<file path="src/rtl/timer_unit_multi.sv">
// timer_unit_multi
//   One WIDTH-bit counter shared by NUM_CH output-compare channels, with a
//   synchronous clock-enable prescaler, double-buffered compare values,
//   normal / CTC / fast PWM / phase-correct PWM modes, a software counter
//   write port and write-1-to-clear flags. All outputs are registered.
//
// Ports
//   clk         timer clock, all state on rising edge
//   reset       asynchronous active-low reset
//   cs          clock select: 0 stop, 1 /1, 2 /8, 3 /64, 4 /256, 5 /1024, 6-7 stop
//   wgm         mode: 0 normal, 1 PC TOP=MAX, 2 CTC, 3 fast TOP=MAX,
//               5 PC TOP=ocr0, 7 fast TOP=ocr0, 4/6 reserved (hold)
//   com         compare output mode per channel (bits 2i+1:2i)
//   ocr         software compare values, channel i at [i*WIDTH +: WIDTH]
//   tcnt_we     counter write strobe
//   tcnt_wdata  counter write value
//   flag_clr    write-1-to-clear: bit0 TOV, bit i+1 OCF channel i
//   tcnt        counter value
//   flags       bit0 TOV, bit i+1 OCF channel i
//   oc          compare output pins
//   dir         count direction (1 = down, phase-correct only)
//   tick        registered copy of the internal count enable
module timer_unit_multi #(
  parameter int WIDTH   = 8,
  parameter int NUM_CH  = 2,
  parameter int PRESC_W = 10
) (
  input  logic                    clk,
  input  logic                    reset,
  input  logic [2:0]              cs,
  input  logic [2:0]              wgm,
  input  logic [2*NUM_CH-1:0]     com,
  input  logic [NUM_CH*WIDTH-1:0] ocr,
  input  logic                    tcnt_we,
  input  logic [WIDTH-1:0]        tcnt_wdata,
  input  logic [NUM_CH:0]         flag_clr,
  output logic [WIDTH-1:0]        tcnt,
  output logic [NUM_CH:0]         flags,
  output logic [NUM_CH-1:0]       oc,
  output logic                    dir,
  output logic                    tick
);

  localparam logic [WIDTH-1:0] MAX = '1;

  typedef enum logic [2:0] {
    MODE_NORMAL,
    MODE_CTC,
    MODE_FAST,
    MODE_PHASE,
    MODE_RSVD
  } mode_t;

  mode_t              mode;
  logic [PRESC_W-1:0] presc;
  logic [WIDTH-1:0]   ocr_buf [NUM_CH];
  logic [WIDTH-1:0]   top;
  logic               ocr_top;
  logic               en;
  logic               step;
  logic               wrap;
  logic               tov_set;
  logic               buf_load;
  logic [WIDTH-1:0]   tcnt_nx;
  logic               dir_nx;
  logic [NUM_CH-1:0]  match;
  logic [NUM_CH-1:0]  oc_nx;

  always_comb begin
    case (wgm)
      3'd0:       mode = MODE_NORMAL;
      3'd1, 3'd5: mode = MODE_PHASE;
      3'd2:       mode = MODE_CTC;
      3'd3, 3'd7: mode = MODE_FAST;
      default:    mode = MODE_RSVD;
    endcase
  end

  assign ocr_top = (wgm == 3'd5) || (wgm == 3'd7);
  assign top     = (ocr_top || wgm == 3'd2) ? ocr_buf[0] : MAX;

  // Count enable: one clk in N, aligned to the low prescaler bits all-ones.
  always_comb begin
    case (cs)
      3'd1:    en = 1'b1;
      3'd2:    en = &presc[2:0];
      3'd3:    en = &presc[5:0];
      3'd4:    en = &presc[7:0];
      3'd5:    en = &presc[9:0];
      default: en = 1'b0;
    endcase
  end

  assign step = en && !tcnt_we && (mode != MODE_RSVD);

  always_comb begin
    tcnt_nx = tcnt;
    dir_nx  = (mode == MODE_PHASE) ? dir : 1'b0;
    tov_set = 1'b0;
    wrap    = 1'b0;
    if (tcnt_we) begin
      tcnt_nx = tcnt_wdata;
    end else if (step) begin
      case (mode)
        MODE_NORMAL: begin
          tcnt_nx = tcnt + 1'b1;
          tov_set = (tcnt == MAX);
        end
        MODE_CTC: begin
          tcnt_nx = (tcnt == top) ? '0 : tcnt + 1'b1;
          tov_set = (tcnt == MAX);
        end
        MODE_FAST: begin
          // A counter written above TOP runs on to MAX and wraps there.
          wrap    = (tcnt == top) || (tcnt == MAX);
          tcnt_nx = wrap ? '0 : tcnt + 1'b1;
          tov_set = (tcnt == top);
        end
        MODE_PHASE: begin
          if (top == '0) begin
            tcnt_nx = '0;
            dir_nx  = 1'b0;
            tov_set = 1'b1;
          end else if (!dir) begin
            if ((tcnt == top) || (tcnt == MAX)) begin
              dir_nx  = 1'b1;
              tcnt_nx = tcnt - 1'b1;
            end else begin
              tcnt_nx = tcnt + 1'b1;
            end
          end else if (tcnt == '0) begin
            dir_nx  = 1'b0;
            tcnt_nx = tcnt + 1'b1;
            tov_set = 1'b1;
          end else begin
            tcnt_nx = tcnt - 1'b1;
          end
        end
        default: ;
      endcase
    end
  end

  // Non-PWM modes track ocr directly; PWM modes reload only at TOP.
  always_comb begin
    case (mode)
      MODE_FAST:  buf_load = step && (tcnt == top);
      MODE_PHASE: buf_load = step && (tcnt == top) && !dir;
      default:    buf_load = 1'b1;
    endcase
  end

  always_comb begin
    for (int unsigned i = 0; i < NUM_CH; i++) begin
      match[i] = step && (tcnt == ocr_buf[i]);
    end
  end

  always_comb begin
    oc_nx = oc;
    for (int unsigned i = 0; i < NUM_CH; i++) begin
      case (mode)
        MODE_NORMAL, MODE_CTC: begin
          if (match[i]) begin
            case (com[2*i +: 2])
              2'd1:    oc_nx[i] = ~oc[i];
              2'd2:    oc_nx[i] = 1'b0;
              2'd3:    oc_nx[i] = 1'b1;
              default: ;
            endcase
          end
        end
        MODE_FAST: begin
          // The wrap action takes priority over a coincident match.
          case (com[2*i +: 2])
            2'd1: if (match[i] && i == 0 && ocr_top) oc_nx[i] = ~oc[i];
            2'd2: begin
              if (wrap)          oc_nx[i] = 1'b1;
              else if (match[i]) oc_nx[i] = 1'b0;
            end
            2'd3: begin
              if (wrap)          oc_nx[i] = 1'b0;
              else if (match[i]) oc_nx[i] = 1'b1;
            end
            default: ;
          endcase
        end
        MODE_PHASE: begin
          // Up-count match drives low (com 2), down-count match drives high.
          if (match[i]) begin
            case (com[2*i +: 2])
              2'd1:    if (i == 0 && ocr_top) oc_nx[i] = ~oc[i];
              2'd2:    oc_nx[i] = dir;
              2'd3:    oc_nx[i] = ~dir;
              default: ;
            endcase
          end
        end
        default: ;
      endcase
    end
  end

  always_ff @(posedge clk or negedge reset) begin
    if (!reset) begin
      presc <= '0;
      tcnt  <= '0;
      dir   <= 1'b0;
      flags <= '0;
      oc    <= '0;
      tick  <= 1'b0;
      for (int unsigned i = 0; i < NUM_CH; i++) ocr_buf[i] <= '0;
    end else begin
      presc <= presc + 1'b1;
      tick  <= en;
      tcnt  <= tcnt_nx;
      dir   <= dir_nx;
      flags <= (flags & ~flag_clr) | {match, tov_set};
      oc    <= oc_nx;
      for (int unsigned i = 0; i < NUM_CH; i++) begin
        if (buf_load) ocr_buf[i] <= ocr[i*WIDTH +: WIDTH];
      end
    end
  end

endmodule

</file>
<file path="config.mk">
export PLATFORM = sky130hd
export DESIGN_NAME = timer_unit_multi
export DESIGN_NICKNAME = d
export VERILOG_FILES = /design/src/rtl/timer_unit_multi.sv
export SDC_FILE = /design/constraint.sdc
export NUM_CORES = 1
export LEC_CHECK = 0
export CAP_MARGIN = 25
export CORE_MARGIN = 4
export CORE_UTILIZATION = 45
export CTS_CLUSTER_DIAMETER = 150
export CTS_CLUSTER_SIZE = 16
export DETAILED_ROUTE_END_ITERATION = 7
export GPL_ROUTABILITY_DRIVEN = 0
export PLACE_DENSITY_LB_ADDON = 0.08
export SLEW_MARGIN = 15
export SYNTH_ARGS = -nofsm -noshare
export SYNTH_HDL_FRONTEND = slang
export SYNTH_SLANG_ARGS = --single-unit
</file>
<file path="constraint.sdc">
create_clock -name clk -period 4.6 [get_ports clk]
set_clock_uncertainty 0.2 [all_clocks]
set_input_delay 0.92 -clock clk [delete_from_list [all_inputs] [get_ports clk]]
set_output_delay 0.92 -clock clk [all_outputs]
set_load 0.1 [all_outputs]
</file>
==> impl_metrics.json, run 1 <==
{
  "status": "complete, no violations",
  "grt_pass1_wl_mm": 12.7,
  "grt.overflow.total": 0,
  "drt_wl_total_mm": 7.55,
  "clock_sinks": 41,
  "clk-insertion-delay-late_ns": 0.30,
  "die_height_um": 89.9,
  "min_to": "presc[0]$_DFF_PN0_",
  "ys_ff_latch": 41,
  "fin_crit_sh_pct": 79.1,
  "netlist_top_cells_area": "dfrtp_1 (34%), xnor2_1 (7.5%), mux2_4 (5.0%), mux2_2 (3.4%), a21oi_1 (3.3%)",
  "htree_levels": 2,
  "rows": 29,
  "rsz0062_at_grt": "no",
  "cts-root-buf": "clkbuf_8",
  "synthArstFlopShare_pct": 100,
  "critPathKind": "in -> reg",
  "dp_slack_ns": 0.727,
  "pwr-share-seq_pct": 41.0,
  "critPathTopFamily": "buffers and inverters",
  "hold_depth": 1,
  "worstPathMaxFanout": 16,
  "yosysSeqAreaShare_pct": 34.0,
  "ff2ff_setup_slack_ns": 1.69,
  "cts_resized": 0,
  "path_cells": "clkdlybuf4s50_1 -> nor2b_4 -> a2111oi_1 -> a21oi_1 -> buf_4 -> o31ai_4 -> buf_4 -> mux2_2",
  "initial_core_util_pct": 47.0,
  "worst_pin_slew_ns": 0.970,
  "comb_power_share_pct": 29.2,
  "drc": 0,
  "slew_viol_final": 0,
  "crit_slowest_cell": "clkdlybuf4s50_1",
  "power_switching_uw": 344,
  "core_mm2": 0.00642,
  "final_net_count": 404,
  "synth.avg_cell_area_um2": 9.96,
  "p_leak_uw": 0.00147,
  "final_area_mm2": 0.00370,
  "powerDensity_mw_per_mm2": 280,
  "swShare_pct": 33.2,
  "max_stage_delay_ns": 0.80,
  "cts_tree": "yes",
  "dp_hpwl_mm": 5.62,
  "worst_slack_ns": 0.961,
  "antenna_found_initial": 0,
  "cts_post_setup_buffers_inserted": 0,
  "reg2regPathDepth": 7,
  "power.internal_uw": 693,
  "via_count": 2535,
  "drive_gt1_share_pct": 16.5,
  "cts_buffers": 5,
  "ir_worst_vdd_uv": 141,
  "maxCapViolCount": 0,
  "yosysWarnings": 0,
  "dieArea_mm2": 0.00808,
  "synth.net_count": 350,
  "synthMostInstantiatedCell": "dfrtp_1",
  "drtIter0Drc": 161,
  "arrival_ns": 3.62,
  "setup.worst_path.end_class": "flop",
  "clkPwrFrac_pct": 29.8,
  "setup_violations": 0,
  "max-clock-path-buffers": 2,
  "worstPathRequired_ns": 4.59,
  "die_w_um": 89.9,
  "r2r-start": "tcnt[3]$_DFFE_PN0P_",
  "finalSetupTns_ns": 0,
  "wl_per_cell_um": 17.3,
  "grt_max_degree": 42,
  "hold_buffers": 0,
  "port_buffers": 54,
  "firstDrtPassIters": 5,
  "hold_slack_ns": 0.260,
  "synth_cells": 303,
  "hp-class": "reg -> reg",
  "crit_buf_inv": 3,
  "fin_crit_ns": 3.64,
  "start_kind": "primary input",
  "fmax_mhz": 275,
  "vias_per_cell": 5.83,
  "ios": 55,
  "grt_use_total_pct": 19.1,
  "synth_ff_type": "dfrtp_1",
  "synth_area_leader_cell": "dfrtp_1",
  "path_common_cell": "buf_4",
  "synth_top_area_share_pct": 34.0,
  "dpl_cell_area_mm2": 0.00356,
  "synthesis.area_mm2": 0.00302,
  "num_antenna_cells": 0,
  "r2r_end": "tcnt[5]$_DFFE_PN0P_",
  "grt_pass1_vias": 2467,
  "ant_nets": 0,
  "slew_headroom_pct": 35.1,
  "synth_cell_types": 66,
  "hold_violations": 0,
  "min_from": "presc[0]$_DFF_PN0_",
  "clkSlewWorstSetupHoldPaths_ns": 0.08,
  "synth_edf_count": 0,
  "yosys-top-cells-count": "dfrtp_1 (41), xnor2_1 (26), nand2_1 (23)",
  "area_growth_pct": 22.6
}
## logic make-up (layout without fill, tap and decap cells)
family | count (synthesis) | in the layout | share of synthesized area, %
DFF | 41 | 41 | 34.0
and+or+nand+nor | 95 | 95 | 17.8
muxes | 23 | 23 | 9.66
xor gates and xnor gates | 31 | 31 | 8.99
adders and majority gates | 7 | 7 | 2.90
buffers and inverters | 28 | 83 | 6.42
AOI/OAI and AO/OA | 78 | 78 | 20.3
## registers in the layout (all words and copies together), names as in the netlist
register and cells:
tcnt 8, presc 10, dir 1, ocr_buf 16
oc 2, flags 3, tick 1
## routing by layer
metal	vias up	global-route usage (%)	wire length, µm
li1	1226	-	-
met1	1226	27.0	3530
met2	74	31.0	3550
met5	-	0	0
met3	9	3.17	401
met4	0	3.83	61
## worst max path at each step
stage	startpoint	to	slack, ns	cells after the start
floorplan	tcnt[3]$_DFFE_PN0P_	ocr_buf[0]$_DFFE_PN0P_	1.40	8
global placement	wgm[0]	ocr_buf[11]$_DFFE_PN0P_	0.81	8
detailed placement	wgm[0]	ocr_buf[10]$_DFFE_PN0P_	0.73	8
CTS	wgm[0]	ocr_buf[10]$_DFFE_PN0P_	1.04	8
global route	wgm[0]	ocr_buf[11]$_DFFE_PN0P_	0.82	8
finish	wgm[0]	ocr_buf[10]$_DFFE_PN0P_	0.96	8
## power groups by stage
| stage | clock, µW | sequential, µW | combinational, µW |
|---|---|---|---|
| after global placement | 0 | 432 | 295 |
| after detailed placement | 0 | 432 | 299 |
| final | 309 | 425 | 302 |
| after CTS | 318 | 425 | 300 |
| after global routing | 331 | 430 | 326 |
| after floorplan | 0 | 475 | 167 |
## final cells by class
cell class                      instances  area [µm²]
Clock buffer                            7        86.3
Timing Repair Buffer                   62         616
Tap cell                               77        96.3
Inverter                               13        48.8
Multi-Input combinational cell        234        1800
Fill cell                             567        2720
Clock inverter                          1        30.0
Sequential cell                        41        1030
## metrics by stage
step | utilization (%) | power [µW] | std cells
floorplan | - | 642 | 303
global placement | 55.4 | 727 | 426
detailed placement | 55.4 | 731 | 426
CTS | 57.2 | 1040 | 434
global route | 57.6 | 1090 | 435
finish | 57.6 | 1040 | 435
## cells in the final DEF (no fill, tap or decap), types with 4 or more instances in the layout
| cell | Yosys | routed |
|---|---|---|
| clkdlybuf4s50_1 | 0 | 53 |
| dfrtp_1 | 41 | 41 |
| xnor2_1 | 26 | 26 |
| nand2_1 | 23 | 23 |
| a21oi_1 | 20 | 20 |
| nor2_1 | 16 | 16 |
| nand3_1 | 13 | 13 |
| inv_1 | 13 | 13 |
| mux2_4 | 10 | 10 |
| o21ai_0 | 9 | 9 |
| mux2_2 | 9 | 9 |
| nor3_1 | 8 | 8 |
| ha_1 | 7 | 7 |
| buf_4 | 0 | 7 |
| clkbuf_8 | 6 | 6 |
| xor2_1 | 5 | 5 |
| nand3b_1 | 4 | 4 |
| nand4_1 | 4 | 4 |
| a311oi_1 | 4 | 4 |
| mux2i_1 | 4 | 4 |
No activity file was read; power rests on OpenSTA's default activity.
==> inputs of run 2 (changes only) <==
clock period = 3.8 ns   (was 4.6 ns; I/O delays follow)
==> run 2 against run 1 <==
Hold slack worse by 0.059 ns; cell count rose by 0.23%; die area is the same; sequential power increased by 21%; flip-flop and latch count unchanged; worst setup slack got worse by 0.37 ns.
==> impl_metrics.json, run 2 (synthesis results as in run 1) <==
{
  "num_antenna_cells": 0,
  "maxCapViolCount": 0,
  "max_stage_delay_ns": 0.54,
  "powerDensity_mw_per_mm2": 324,
  "clkSlewWorstSetupHoldPaths_ns": 0.09,
  "cts_buffers": 5,
  "slew_viol_final": 0,
  "htree_levels": 2,
  "status": "complete, no violations",
  "finish.utilization_pct": 57.3,
  "clock_sinks": 41,
  "cts_tree": "yes",
  "grt_max_degree": 42,
  "crit_slowest_cell": "clkdlybuf4s50_1",
  "worst_pin_slew_ns": 0.965,
  "core_mm2": 0.00642,
  "top_regs": "ocr_buf (16), presc (10), tcnt (8)",
  "ff2ff_setup_slack_ns": 0.76,
  "wl_per_cell_um": 17.4,
  "area_growth_pct": 21.8,
  "crit_buf_inv": 1,
  "via_count": 2503,
  "vias_per_cell": 5.74,
  "drc": 0,
  "cts_post_setup_buffers_inserted": 0,
  "ios": 55,
  "hp-class": "in -> async",
  "grt.overflow.total": 0,
  "top_register": "ocr_buf",
  "cts_resized": 0,
  "setup_violations": 0,
  "drtIter0Drc": 137,
  "setup.worst_path.end_class": "flop",
  "fmax_mhz": 312,
  "drive_gt1_share_pct": 19.8,
  "final_net_count": 405,
  "start_kind": "primary input",
  "clk-insertion-delay-late_ns": 0.30,
  "ir_worst_vdd_uv": 243,
  "max-clock-path-buffers": 2,
  "die_w_um": 89.9,
  "port_buffers": 54,
  "arrival_ns": 3.25,
  "ant_nets": 0,
  "worstPathMaxFanout": 6,
  "grt_use_total_pct": 19.0,
  "fin_crit_ns": 3.21,
  "hold_violations": 0,
  "largest_register_ffs": 16,
  "initial_core_util_pct": 47.0,
  "drt_wl_total_mm": 7.61,
  "dp_hpwl_mm": 5.69,
  "hold_buffers": 0,
  "finalSetupTns_ns": 0,
  "die_height_um": 89.9,
  "fin_crit_sh_pct": 84.4,
  "rows": 29,
  "firstDrtPassIters": 4,
  "worstPathRequired_ns": 3.85,
  "critPathTopFamily": "compound AO/OA/AOI/OAI gates",
  "dieArea_mm2": 0.00808,
  "p_leak_uw": 0.00148,
  "critPathKind": "in -> reg",
  "path_cells": "clkdlybuf4s50_1 -> or3b_4 -> and2_4 -> o32ai_4 -> o21bai_4 -> nand2b_4 -> o32ai_1 -> mux2_2",
  "r2r_end": "tcnt[4]$_DFFE_PN0P_",
  "final_cell_mix": "clkdlybuf4s50_1 (43), dfrtp_1 (41), xnor2_1 (26), nand2_1 (23), a21oi_1 (20)",
  "rsz0062_at_grt": "no",
  "slew_headroom_pct": 35.4,
  "grt_pass1_vias": 2466,
  "antenna_found_initial": 0,
  "mostFrequentLayoutCell": "clkdlybuf4s50_1",
  "cts-root-buf": "clkbuf_8",
  "grt_pass1_wl_mm": 12.6,
  "r2r-start": "tcnt[3]$_DFFE_PN0P_",
  "reg2regPathDepth": 7
}
## run 2: cell types whose count changed in the layout (fill, tap and decap cells not counted), sizes merged
cell | before | now
buf | 9 | 20
bufinv | 1 | 0
clkbuf | 7 | 6
clkdlybuf4s50 | 53 | 43
clkinv | 0 | 2
## run 2: power by group
group          leakage, µW  switching (µW)  total (µW)  internal, µW
sequential        0.000498            51.2         515           464
combinational     0.000932             207         366           159
clock            0.0000512             164         311           147
## run 2: final cells by class
class / instances / area [µm²]
flip-flops and latches: 41 / 1030
inverters: 13 / 48.8
fillers: 585 / 2750
clock inverters: 2 / 13.8
repair buffers: 63 / 611
multi-input cells: 234 / 1800
well taps: 77 / 96.3
clock buffers: 6 / 82.6
## run 2: metal layers
layer	share of wire (%)	GRT usage [%]	routed length, µm	vias up
met4	1.2	5.48	89	0
met3	5.0	3.67	381	7
li1	-	-	-	1234
met2	47	30.3	3540	51
met5	0	0	0	-
met1	47	26.4	3600	1211
## run 2: stage by stage
| stage | instance area [µm²] | hold slack [ns] | power, µW | std cells | worst slack [ns] |
|---|---|---|---|---|---|
| 6_report | 3680 | 0.201 | 1190 | 436 | 0.593 |
| 2_1_floorplan | 3020 | 0.221 | 777 | 303 | 0.604 |
| 5_1_grt | 3680 | 0.236 | 1250 | 436 | 0.519 |
| 4_1_cts | 3650 | 0.256 | 1200 | 435 | 0.629 |
| 3_5_place_dp | 3550 | 0.243 | 885 | 427 | 0.342 |
| 3_3_place_gp | 3550 | 0.245 | 881 | 427 | 0.386 |
## run 2: worst max path at each step
| stage | cells past startpoint | slack (ns) | endpoint | from |
|---|---|---|---|---|
| CTS | 8 | 0.63 | tcnt[4]$_DFFE_PN0P_ | wgm[0] |
| global route | 8 | 0.52 | tcnt[4]$_DFFE_PN0P_ | wgm[0] |
| floorplan | 8 | 0.60 | ocr_buf[0]$_DFFE_PN0P_ | tcnt[3]$_DFFE_PN0P_ |
| detailed placement | 7 | 0.34 | ocr_buf[10]$_DFFE_PN0P_ | cs[0] |
| finish | 8 | 0.59 | tcnt[4]$_DFFE_PN0P_ | wgm[0] |
| global placement | 8 | 0.39 | oc[1]$_DFFE_PN0P_ | wgm[0] |
## run 2: worst reg2reg max path, cell delays in order, from the launching register on
cell and delay (ns):
dfrtp_1 0.67, xnor2_1 0.19, nand4_1 0.41, o32ai_4 0.60
o21bai_4 0.14, nand2b_4 0.19, o32ai_1 0.37, mux2_2 0.22
==> inputs of run 3 (changes only) <==
clock period = 3 ns   (was 3.8 ns; I/O delays follow)
==> run 3 against run 2 <==
Global-route usage rose by 0.30 points; flip-flop and latch count did not move; register-to-register slack got worse by 0.42 ns; first-iteration DRC count rose by 41%; die area did not move; sequential power rose by 26%; combinational power rose by 35%; critical path depth fell by 1; routed wire length rose by 2.8%; sequential share of layout area fell by 0.87 points; critical endpoint is now ocr_buf[14]$_DFFE_PN0P_; highest routed layer unchanged.
==> impl_metrics.json, run 3 (synthesis results as in run 1) <==
{
  "port_buffers": 54,
  "worstPathMaxFanout": 16,
  "maxCapViolCount": 0,
  "fin_crit_sh_pct": 97.0,
  "rows": 29,
  "ff2ff_setup_slack_ns": 0.34,
  "r2r-start": "tcnt[4]$_DFFE_PN0P_",
  "layout.cells.non_filler": 457,
  "dp_hpwl_mm": 5.86,
  "core_mm2": 0.00642,
  "initial_core_util_pct": 47.0,
  "max-clock-path-buffers": 2,
  "p_leak_uw": 0.00158,
  "die_w_um": 89.9,
  "grt_use_total_pct": 19.3,
  "cts_tree": "yes",
  "die_height_um": 89.9,
  "top_register": "ocr_buf",
  "setup.worst_path.end_class": "flop",
  "firstDrtPassIters": 4,
  "worstPathRequired_ns": 2.98,
  "powerDensity_mw_per_mm2": 396,
  "worst_pin_slew_ns": 0.509,
  "final_cell_mix": "buf_4 (43), clkdlybuf4s50_1 (38), dfrtp_1 (33), xnor2_1 (26), nand2_1 (23)",
  "hold_violations": 0,
  "reg2regPathDepth": 7,
  "arrival_ns": 2.89,
  "dieArea_mm2": 0.00808,
  "drc": 0,
  "slew_headroom_pct": 66.0,
  "vias_per_cell": 5.69,
  "via_count": 2602,
  "largest_register_ffs": 16,
  "setup_violations": 0,
  "grt_pass1_vias": 2616,
  "num_antenna_cells": 0,
  "drive_gt1_share_pct": 27.9,
  "ios": 55,
  "drtIter0Drc": 193,
  "htree_levels": 2,
  "dpl_cell_area_mm2": 0.00371,
  "critPathKind": "in -> reg",
  "hold_buffers": 0,
  "finalSetupTns_ns": 0,
  "grt_max_degree": 42,
  "antenna_found_initial": 0,
  "status": "complete, no violations",
  "cts_buffers": 5,
  "final_net_count": 426,
  "grt.overflow.total": 0,
  "slew_viol_final": 0,
  "clk-insertion-delay-late_ns": 0.30,
  "finalPower_uw": 1520,
  "fin_crit_ns": 2.91,
  "top_regs": "ocr_buf (16), presc (10), tcnt (8)",
  "hp-class": "in -> async",
  "ir_worst_vdd_uv": 291,
  "drt_wl_total_mm": 7.82,
  "r2r_end": "tcnt[5]$_DFFE_PN0P_",
  "final_area_mm2": 0.00383,
  "clkSlewWorstSetupHoldPaths_ns": 0.09,
  "dp_cells": 448,
  "fmax_mhz": 344,
  "ant_nets": 0,
  "start_kind": "primary input",
  "clock_sinks": 41,
  "grt_pass1_wl_mm": 13.0,
  "mostFrequentLayoutCell": "buf_4",
  "wl_per_cell_um": 17.1,
  "area_growth_pct": 26.9,
  "cts-root-buf": "clkbuf_8"
}
[run 3: timing repair]
action	CTS	global route
resized for setup	0	3
setup buffers	0	0
endpoints found under the setup margin	0	19
[run 3: worst max path at each step]
stage | end | from | cells after the start
after floorplan | ocr_buf[0]$_DFFE_PN0P_ | tcnt[7]$_DFFE_PN0P_ | 8
after detailed placement | oc[0]$_DFFE_PN0P_ | cs[0] | 6
after global placement | ocr_buf[13]$_DFFE_PN0P_ | cs[0] | 7
final | ocr_buf[14]$_DFFE_PN0P_ | cs[2] | 7
after global routing | ocr_buf[14]$_DFFE_PN0P_ | cs[0] | 7
after CTS | ocr_buf[7]$_DFFE_PN0P_ | cs[0] | 7
[run 3: critical path, cell delays in order]
cell and delay [ns]:
clkdlybuf4s50_1 0.47, and2_1 0.18, a2111oi_1 0.50, a21oi_1 0.26, o31ai_4 0.32, buf_12 0.20
mux2_2 0.34
[run 3: metrics by stage]
step	setup slack, ns	utilization [%]	hold slack [ns]
after floorplan	0.112	-	0.104
after global placement	-0.202	57.7	0.239
after detailed placement	-0.248	57.7	0.245
after CTS	0.0744	59.1	0.258
after global routing	-0.0395	59.7	0.0856
final	0.0915	59.7	0.0598
[run 3: metal layers]
layer  GRT usage [%]  wire [µm]
met5               0          0
met4            4.46         63
met3            3.59        389
met2            32.1       3680
met1            26.3       3690
[run 3: area by class of cell]
type                       count  area [µm²]
timing repair buffer          84         756
tap                           77        96.3
inverter                      13        48.8
fill                         567        2590
clock inverter                 3        21.3
sequential                    41        1040
clock buffer                   5        68.8
multi-input combinational    234        1810
[run 3: where the power goes]
group | switching [µW] | leakage [µW] | internal (µW)
logic | 275 | 0.00104 | 218
clock network | 211 | 0.0000445 | 165
registers | 57.6 | 0.000490 | 590
